## src/rtl/spm_arbiter_pkg.sv

```systemverilog
// Shared types and constants for the scratch-pad memory arbiter.
// Word widths, strobe/read-write encodings, response owner and counter width.
package spm_arbiter_pkg;

    // Word address and data widths of the SPM
    localparam int WORD_ADDR_W  = 30;
    localparam int WORD_DATA_W  = 32;

    // Active-low strobe encodings
    localparam logic ENABLE_     = 1'b0;
    localparam logic DISABLE_    = 1'b1;

    // Bus direction encodings
    localparam logic READ        = 1'b1;
    localparam logic WRITE       = 1'b0;

    // Starvation counter width
    localparam int STARVE_CNT_W = 4;

    // Port that owns the read currently in flight through the SPM
    typedef enum logic [1:0] {
        SPM_OWNER_NONE = 2'd0,
        SPM_OWNER_IF   = 2'd1,
        SPM_OWNER_MEM  = 2'd2
    } spm_owner_e;

endpackage : spm_arbiter_pkg

```

## src/rtl/spm_arb_starve_ctr.sv

```systemverilog
// Starvation counter for the SPM arbiter.
// Counts consecutive MEM grants while the fetch port waits and raises
// o_force_if once the count reaches STARVE_LIMIT (legal range 1-15).
// Only instantiated when SPM_ARB_STARVE_EN is defined.
module spm_arb_starve_ctr
    import spm_arbiter_pkg::*;
#(
    parameter int STARVE_LIMIT = 4
) (
    input  logic i_clk,
    input  logic i_reset,
    input  logic i_if_req,
    input  logic i_if_gnt,
    input  logic i_mem_gnt,
    output logic o_force_if
);

    localparam logic [STARVE_CNT_W-1:0] LIMIT = STARVE_CNT_W'(STARVE_LIMIT);

    logic [STARVE_CNT_W-1:0] r_cnt;

    // Count MEM wins over a waiting IF; clear when IF wins or stops asking
    always_ff @(posedge i_clk or negedge i_reset) begin
        if (!i_reset) begin
            r_cnt <= '0;
        end else if (i_if_gnt || !i_if_req) begin
            // NOTE: state registers use non-blocking assignments so every
            // flop samples the pre-edge values of its inputs.
            r_cnt <= '0;
        end else if (i_mem_gnt && (r_cnt != LIMIT)) begin
            r_cnt <= r_cnt + 1'b1;
        end
    end

    assign o_force_if = (r_cnt == LIMIT);

endmodule : spm_arb_starve_ctr

```

## src/rtl/spm_arbiter.sv

```systemverilog
// Two-requester arbiter for the single-port scratch-pad memory.
// MEM stage has priority over instruction fetch; grants are combinational,
// read responses are steered back one cycle later via an owner register.
// Optional feature macro: SPM_ARB_STARVE_EN enables the starvation counter
// that forces an IF grant after STARVE_LIMIT consecutive MEM wins.
module spm_arbiter
    import spm_arbiter_pkg::*;
#(
    parameter int STARVE_LIMIT = 4
) (
    input  logic                   i_clk,
    input  logic                   i_reset,
    // Instruction fetch port (read only)
    input  logic [WORD_ADDR_W-1:0] i_if_addr,
    input  logic                   i_if_as_,
    output logic                   o_if_gnt,
    output logic                   o_if_rvalid,
    // MEM-stage port
    input  logic [WORD_ADDR_W-1:0] i_mem_addr,
    input  logic                   i_mem_as_,
    input  logic                   i_mem_rw,
    input  logic [WORD_DATA_W-1:0] i_mem_wr_data,
    output logic                   o_mem_gnt,
    output logic                   o_mem_rvalid,
    // SPM side
    output logic [WORD_ADDR_W-1:0] o_spm_addr,
    output logic                   o_spm_as_,
    output logic                   o_spm_rw,
    output logic [WORD_DATA_W-1:0] o_spm_wr_data,
    input  logic [WORD_DATA_W-1:0] i_spm_rd_data
);

    logic       w_if_req;
    logic       w_mem_req;
    logic       w_if_wins;
    spm_owner_e w_owner_nxt;
    spm_owner_e r_owner;

    // Requests are masked while reset is asserted so no grant or SPM access
    // can escape before the first edge after release.
    assign w_if_req  = i_reset && (i_if_as_  == ENABLE_);
    assign w_mem_req = i_reset && (i_mem_as_ == ENABLE_);

`ifdef SPM_ARB_STARVE_EN
    logic w_force_if;

    spm_arb_starve_ctr #(
        .STARVE_LIMIT (STARVE_LIMIT)
    ) u_starve_ctr (
        .i_clk      (i_clk),
        .i_reset    (i_reset),
        .i_if_req   (w_if_req),
        .i_if_gnt   (o_if_gnt),
        .i_mem_gnt  (o_mem_gnt),
        .o_force_if (w_force_if)
    );

    assign w_if_wins = w_if_req && (!w_mem_req || w_force_if);
`else
    // Strict MEM priority: the limit has no effect in this build
    logic [31:0] w_unused_starve_limit;
    assign w_unused_starve_limit = 32'(STARVE_LIMIT);

    assign w_if_wins = w_if_req && !w_mem_req;
`endif

    assign o_if_gnt  = w_if_wins;
    assign o_mem_gnt = w_mem_req && !w_if_wins;

    // Steer the granted port onto the SPM; idle values when nothing is granted
    always_comb begin
        // NOTE: every output gets a default first so no path leaves a value
        // unassigned, which would otherwise infer a latch.
        o_spm_addr    = '0;
        o_spm_as_     = DISABLE_;
        o_spm_rw      = READ;
        o_spm_wr_data = i_mem_wr_data;
        w_owner_nxt   = SPM_OWNER_NONE;
        if (o_if_gnt) begin
            o_spm_addr  = i_if_addr;
            o_spm_as_   = ENABLE_;
            w_owner_nxt = SPM_OWNER_IF;
        end else if (o_mem_gnt) begin
            o_spm_addr  = i_mem_addr;
            o_spm_as_   = ENABLE_;
            o_spm_rw    = i_mem_rw;
            w_owner_nxt = (i_mem_rw == READ) ? SPM_OWNER_MEM : SPM_OWNER_NONE;
        end
    end

    // Remember which port owns the read returning in the next cycle
    always_ff @(posedge i_clk or negedge i_reset) begin
        // NOTE: asynchronous reset clears the owner at once, so a pending
        // rvalid disappears the moment reset is asserted.
        if (!i_reset) begin
            r_owner <= SPM_OWNER_NONE;
        end else begin
            r_owner <= w_owner_nxt;
        end
    end

    assign o_if_rvalid  = (r_owner == SPM_OWNER_IF);
    assign o_mem_rvalid = (r_owner == SPM_OWNER_MEM);

    // Read data fans out directly to both ports; the rvalids qualify it
    logic [WORD_DATA_W-1:0] w_unused_rd_data;
    assign w_unused_rd_data = i_spm_rd_data;

endmodule : spm_arbiter
```

## config.mk

```make
export PLATFORM = sky130hd
export DESIGN_NAME = spm_arbiter
export DESIGN_NICKNAME = d
export VERILOG_FILES = /design/src/rtl/spm_arbiter_pkg.sv /design/src/rtl/spm_arb_starve_ctr.sv /design/src/rtl/spm_arbiter.sv
export SDC_FILE = /design/constraint.sdc
export NUM_CORES = 1
export LEC_CHECK = 0
export ABC_CLOCK_PERIOD_IN_PS = 1000
export BUFFER_PORTS_ARGS = -buffer_cell sky130_fd_sc_hd__buf_2
export CELL_PAD_IN_SITES_DETAIL_PLACEMENT = 1
export CELL_PAD_IN_SITES_GLOBAL_PLACEMENT = 1
export CORE_UTILIZATION = 15
export CTS_CLUSTER_DIAMETER = 40
export CTS_CLUSTER_SIZE = 14
export DETAILED_ROUTE_END_ITERATION = 10
export GPL_TIMING_DRIVEN = 0
export HOLD_SLACK_MARGIN = 0.12
export PLACE_DENSITY_LB_ADDON = 0.1
export REMOVE_ABC_BUFFERS = 1
export SETUP_SLACK_MARGIN = 0.05
export SLEW_MARGIN = 40
export SYNTH_ARGS = -nofsm -noshare
export SYNTH_HDL_FRONTEND = slang
export SYNTH_HIERARCHICAL = 1
export SYNTH_SLANG_ARGS = --single-unit
```

## constraint.sdc

```tcl
create_clock -name i_clk -period 1 [get_ports i_clk]
set_input_delay 0.25 -clock i_clk [delete_from_list [all_inputs] [get_ports i_clk]]
set_output_delay 0.25 -clock i_clk [all_outputs]
set_load 0.005 [all_outputs]
```

==> results of run 1 <==
-- kinds of logic (layout without fill, tap and decap cells) --
group / after synthesis / count (layout) / synth area share [%]
flip-flops: 2 / 2 / 4.525
AO/OA/AOI/OAI: 30 / 30 / 33.37
buffers and inverters: 47 / 112 / 35.97
AND/OR/NAND/NOR: 69 / 70 / 26.13
-- through the flow --
step | cell area, um^2 | utilization, % | total power, W
final | 1608 | 23.15 | 0.001007
after detailed placement | 1335 | 19.23 | 0.0005890
after floorplan | 711.9 | - | 0.0002977
after global routing | 1608 | 23.15 | 0.001079
after global placement | 1333 | 19.19 | 0.0005917
after CTS | 1608 | 23.15 | 0.001030
-- worst max-delay path, cell delays in order --
cell and delay [ns]:
buf_6 0.10, nand2b_4 0.15, buf_12 0.16, o22ai_2 0.09, buf_2 0.15
-- synth_stat cells --
master	number
and2_1	1
buf_4	33
buf_6	13
dfrtp_1	2
inv_1	1
nand2_1	62
nand2b_1	1
nand2b_4	1
nor2_1	1
nor2b_1	2
nor2b_4	1
o22ai_1	1
o22ai_2	29
-- layout make-up --
cell class	count	area, um^2	area share, %
Clock buffer	3	41.29	2.568
Inverter	1	3.754	0.2335
Multi-Input combinational cell	100	685.7	42.65
Sequential cell	2	50.05	3.113
Tap cell	96	120.1	7.471
Timing Repair Buffer	108	706.9	43.97
-- power by group --
part / internal [W] / switching [W]
logic: 0.000334 / 0.000282
clock network: 0.000253 / 0.0000512
registers: 0.0000847 / 0.00000143
-- path summary, 6_finish.rpt --
path	startpoint	endpoint	slack, ns	cells past startpoint
worst max-delay path	i_if_as_	o_spm_addr[4]	-0.15	5
worst min-delay path	i_mem_rw	r_owner[1]	0.27	2
max in group asynchronous	i_reset	r_owner[1]	0.42	2
min in group asynchronous	i_reset	r_owner[0]	0.45	2
-- what timing repair did --
item | in CTS | in global routing
endpoints found under the hold margin | 2 | 0
setup buffers | 4 | 0
gates resized for setup | 19 | 0
setup endpoints to repair | 38 | 35
hold buffers | 1 | 0
gates cloned | 4 | 0
pin swaps | 1 | 1
-- layer usage --
layer / part of all wire, % / track usage (%) / vias up
li1: - / - / 593
met5: 0 / 1.299 / -
met2: 51 / 35.24 / 120
met1: 26 / 14.24 / 562
met3: 23 / 19.23 / 2
met4: 0.23 / 1.788 / 0
==> flow_metrics.py, run 1 <==
metrics = {
    "outcome": {
        "outcome": "complete, but fails checks",
        "violations": "setup timing",
    },
    "final_layout": {
        "largest_registers": "r_owner (2)",
        "top_register": "r_owner",
        "drive_gt1_share_pct": 67.29,
        "final_nets": 345,
        "largest_reg_flops": 2,
        "layout_commonest_cell": "buf_2",
        "area_delta_synth_final_pct": 45.36,
        "final_cells": 310,
        "n_fill_cell": 866,
        "final_cell_mix": "buf_2 (97), nand2_1 (62), o22ai_2 (30)",
        "n_antenna_cell": 0,
    },
    "global_routing": {
        "groute.usage.overall_pct": 19.09,
        "grt-ovfl-total": 0,
        "grt_max_degree": 33,
        "grt_pass1_wl_mm": 9.660,
        "antenna_found_initial": 0,
        "grt_pass1_vias": 1176,
    },
    "cts": {
        "cts_max_path_buffers": 2,
        "clockRootBuffer": "clkbuf_8",
        "clk_pin_slew_worst_paths_ns": 0.03,
        "clock_sink_count": 2,
        "numCtsBuffers": 3,
        "cts_htree_levels": 1,
        "cts_tree": "built",
    },
    "synthesis": {
        "synthesis.area_um2": 1106,
        "synth-seq-cells": 2,
        "ys_types": 13,
        "yosys_warnings": 6,
        "ys_seq_area_share_pct": 4.525,
        "synth_area_leaders": "o22ai_2 (33%), buf_4 (22%), nand2_1 (21%)",
        "synth_top_area_cell": "o22ai_2",
        "netlist.area_leader.share_pct": 32.81,
        "syn_avg_cell_area_um2": 7.473,
        "synth_cells": 148,
    },
    "power_and_ir_drop": {
        "vdd_drop_max_mv": 0.2873,
        "powerDensity_nw_per_um2": 626.1,
        "power_leakage_nw": 0.8352,
    },
    "die": {
        "core-area_um2": 6944,
        "io_pins": 197,
        "die-area_um2": 7721,
        "row_count": 30,
        "start_util_pct": 15.93,
        "die_x_um": 87.87,
        "die_h_um": 87.87,
    },
    "placed_design": {
        "dp.cells": 298,
        "post-place-ws_ns": -0.9952,
        "gp_congestion": 0.6927,
        "place_hpwl_mm": 5.834,
        "io_buffers": 100,
    },
    "critical_path": {
        "worst-endpoint-arrival_ns": 0.90,
        "start_kind": "input pin",
        "path_class": "input pin to output pin",
        "cp-end-kind": "output pin",
        "cp.required_ns": 0.75,
        "cp_max_fo": 13,
    },
    "timing": {
        "timing.slew.headroom_pct": 89.64,
        "rsz0062_at_grt": "yes",
        "setup_tns_ns": -3.534,
        "setup_ws_ns": -0.1525,
        "post-route-period-util_pct": 115.2,
        "fmax_mhz": 867.7,
        "report.final.hold_viol_count": 0,
        "setup-violations-final": 33,
        "finalCriticalPeriod_ns": 1.152,
        "worst_pin_slew_ns": 0.1554,
        "whs_ns": 0.2673,
        "finalMaxSlewViolations": 0,
    },
    "route": {
        "route.detailed.drc": 0,
        "wl_per_cell_um": 24.95,
        "vias_per_cell": 4.119,
        "firstDrtPassIters": 4,
        "vias": 1277,
        "postRouteAntennaNets": 0,
        "routed_wl_mm": 7.736,
        "initialDrtViolationCount": 36,
    },
    "run": {
        "maxCapViolations": 0,
    },
    "worst_hold_path": {
        "hp-class": "input pin to flip-flop",
    },
}
(Power assumes the default switching activity.)
==> run 2: changes to the inputs <==
--- a/config.mk
+++ b/config.mk
@@ -18,6 +18,7 @@
 export PLACE_DENSITY_LB_ADDON = 0.1
 export REMOVE_ABC_BUFFERS = 1
 export SETUP_SLACK_MARGIN = 0.05
+export SKIP_LAST_GASP = 1
 export SLEW_MARGIN = 40
 export SYNTH_ARGS = -nofsm -noshare
 export SYNTH_HDL_FRONTEND = slang
==> flow_metrics.py, run 2 (same netlist as run 1, synthesis figures left out) <==
metrics = {
    "placed_design": {
        "gp_congestion": 0.6927,
        "io_buffers": 100,
        "place_hpwl_mm": 5.834,
        "place_area_um2": 1335,
    },
    "final_layout": {
        "drive_gt1_share_pct": 67.29,
        "final_cell_mix": "buf_2 (97), nand2_1 (62), o22ai_2 (30)",
        "final_nets": 345,
        "area_delta_synth_final_pct": 45.36,
        "largest_registers": "r_owner (2)",
        "top_register": "r_owner",
        "n_antenna_cell": 0,
        "layout_commonest_cell": "buf_2",
        "stdcell_area_um2": 1608,
        "largest_reg_flops": 2,
    },
    "power_and_ir_drop": {
        "power_leakage_nw": 0.8352,
        "p_switching_w": 0.0003327,
        "p_sw_share_pct": 33.12,
        "powerDensity_nw_per_um2": 624.7,
        "p_clk_share_pct": 30.3,
        "power_frac_comb_pct": 61.1,
        "internal_power_w": 0.0006717,
        "vdd_drop_max_mv": 0.2872,
        "seq_power_share_pct": 8.6,
    },
    "global_routing": {
        "grt_pass1_wl_mm": 9.763,
        "use_met2_pct": 34.53,
        "antenna_found_initial": 0,
        "grt_pass1_vias": 1194,
        "met1_usage_pct": 14.24,
        "top_usage_layer": "met2",
        "met3_usage_pct": 19.04,
        "grt_max_degree": 33,
        "groute.usage.overall_pct": 19.17,
        "grt-ovfl-total": 0,
    },
    "cts": {
        "clock_sink_count": 2,
        "cts_htree_levels": 1,
        "cts_tree": "built",
        "clockRootBuffer": "clkbuf_8",
        "clk_pin_slew_worst_paths_ns": 0.03,
        "cts_max_path_buffers": 2,
        "numCtsBuffers": 3,
    },
    "critical_path": {
        "cp.required_ns": 0.75,
        "worst-endpoint-arrival_ns": 0.90,
        "endpoint": "o_spm_addr[4]",
        "cp-end-kind": "output pin",
        "start_kind": "input pin",
        "cp_max_fo": 13,
        "path_class": "input pin to output pin",
        "slowest_stage": "buf_12",
        "crit_start": "i_if_as_",
        "slowest_delay_ns": 0.16,
        "crit_chain": "buf_6, nand2b_4, buf_12, o22ai_2, buf_2",
    },
    "timing": {
        "timing.slew.headroom_pct": 89.50,
        "post-route-period-util_pct": 114.9,
        "finalCriticalPeriod_ns": 1.149,
        "worst_pin_slew_ns": 0.1575,
        "setup-violations-final": 33,
        "whs_ns": 0.2675,
        "setup_tns_ns": -3.523,
        "rsz0062_at_grt": "yes",
        "fmax_mhz": 870.5,
        "report.final.hold_viol_count": 0,
        "setup_ws_ns": -0.1487,
        "finalMaxSlewViolations": 0,
    },
    "route": {
        "vias": 1278,
        "postRouteAntennaNets": 0,
        "initialDrtViolationCount": 38,
        "route.detailed.drc": 0,
        "routed_wl_mm": 7.758,
        "vias_per_cell": 4.123,
        "firstDrtPassIters": 3,
        "wl_per_cell_um": 25.03,
    },
    "die": {
        "start_util_pct": 15.93,
        "core-area_um2": 6944,
        "die_x_um": 87.87,
        "die_h_um": 87.87,
        "die-area_um2": 7721,
        "io_pins": 197,
        "row_count": 30,
    },
    "worst_hold_path": {
        "hp-class": "input pin to flip-flop",
    },
    "outcome": {
        "outcome": "complete, but fails checks",
        "violations": "setup timing",
    },
    "run": {
        "maxCapViolations": 0,
    },
}
-- run 2: cell counts in the layout (fill, tap and decap cells not counted) --
Identical to the previous run, type by type.
-- run 2: metal layers --
layer | part of all wire (%) | up-vias
met5 | 0.71 | -
met2 | 50 | 140
met4 | 1.0 | 2
li1 | - | 594
met3 | 23 | 4
met1 | 25 | 538
-- run 2: layout make-up --
cell class / count / area [um^2]
Timing Repair Buffer: 108 / 706.9
Fill cell: 867 / 5336
Multi-Input combinational cell: 100 / 685.7
Clock buffer: 3 / 41.29
Inverter: 1 / 3.754
Sequential cell: 2 / 50.05
Tap cell: 96 / 120.1
-- run 2: repair_timing --
| action | in CTS | in global routing |
|---|---|---|
| endpoints found under the setup margin | 38 | 36 |
| cloned | 4 | 0 |
| buffers inserted | 4 | 0 |
| pin swaps | 1 | 1 |
| hold endpoints to repair | 2 | 2 |
| resized for setup | 14 | 5 |
-- run 2: worst min-delay path by stage --
| stage | from | end | slack (ns) | depth (start not counted) |
|---|---|---|---|---|
| floorplan | i_reset | r_owner[0] | -0.05 | 0 |
| global placement | i_reset | r_owner[0] | 0.34 | 1 |
| detailed placement | i_reset | r_owner[0] | 0.34 | 1 |
| CTS | i_reset | r_owner[0] | -0.01 | 1 |
| global route | i_mem_rw | r_owner[1] | 0.28 | 2 |
| finish | i_mem_rw | r_owner[1] | 0.27 | 2 |
-- run 2: worst max-delay path: cells and delay by family --
family	cells	cell delay, ns
buffers and inverters	3	0.41
and+or+nand+nor	1	0.15
AOI/OAI and AO/OA	1	0.09
-- run 2: per-stage QoR --
step	total power, W	worst slack (ns)	cells	utilization (%)
floorplan	0.0002977	-0.02482	102	-
global placement	0.0005917	-1.063	298	19.19
detailed placement	0.0005890	-0.9952	298	19.23
CTS	0.001024	-0.1395	309	22.83
global route	0.001078	-0.1725	310	23.15
finish	0.001004	-0.1487	310	23.15
-- run 2: power by group through the flow --
stage | Sequential [W] | Clock [W] | Combinational [W]
2_1_floorplan | 0.0000865 | 0 | 0.000211
3_3_place_gp | 0.0000867 | 0 | 0.000505
5_1_grt | 0.0000864 | 0.000324 | 0.000668
6_report | 0.0000861 | 0.000305 | 0.000614
3_5_place_dp | 0.0000868 | 0 | 0.000502
4_1_cts | 0.0000860 | 0.000321 | 0.000617
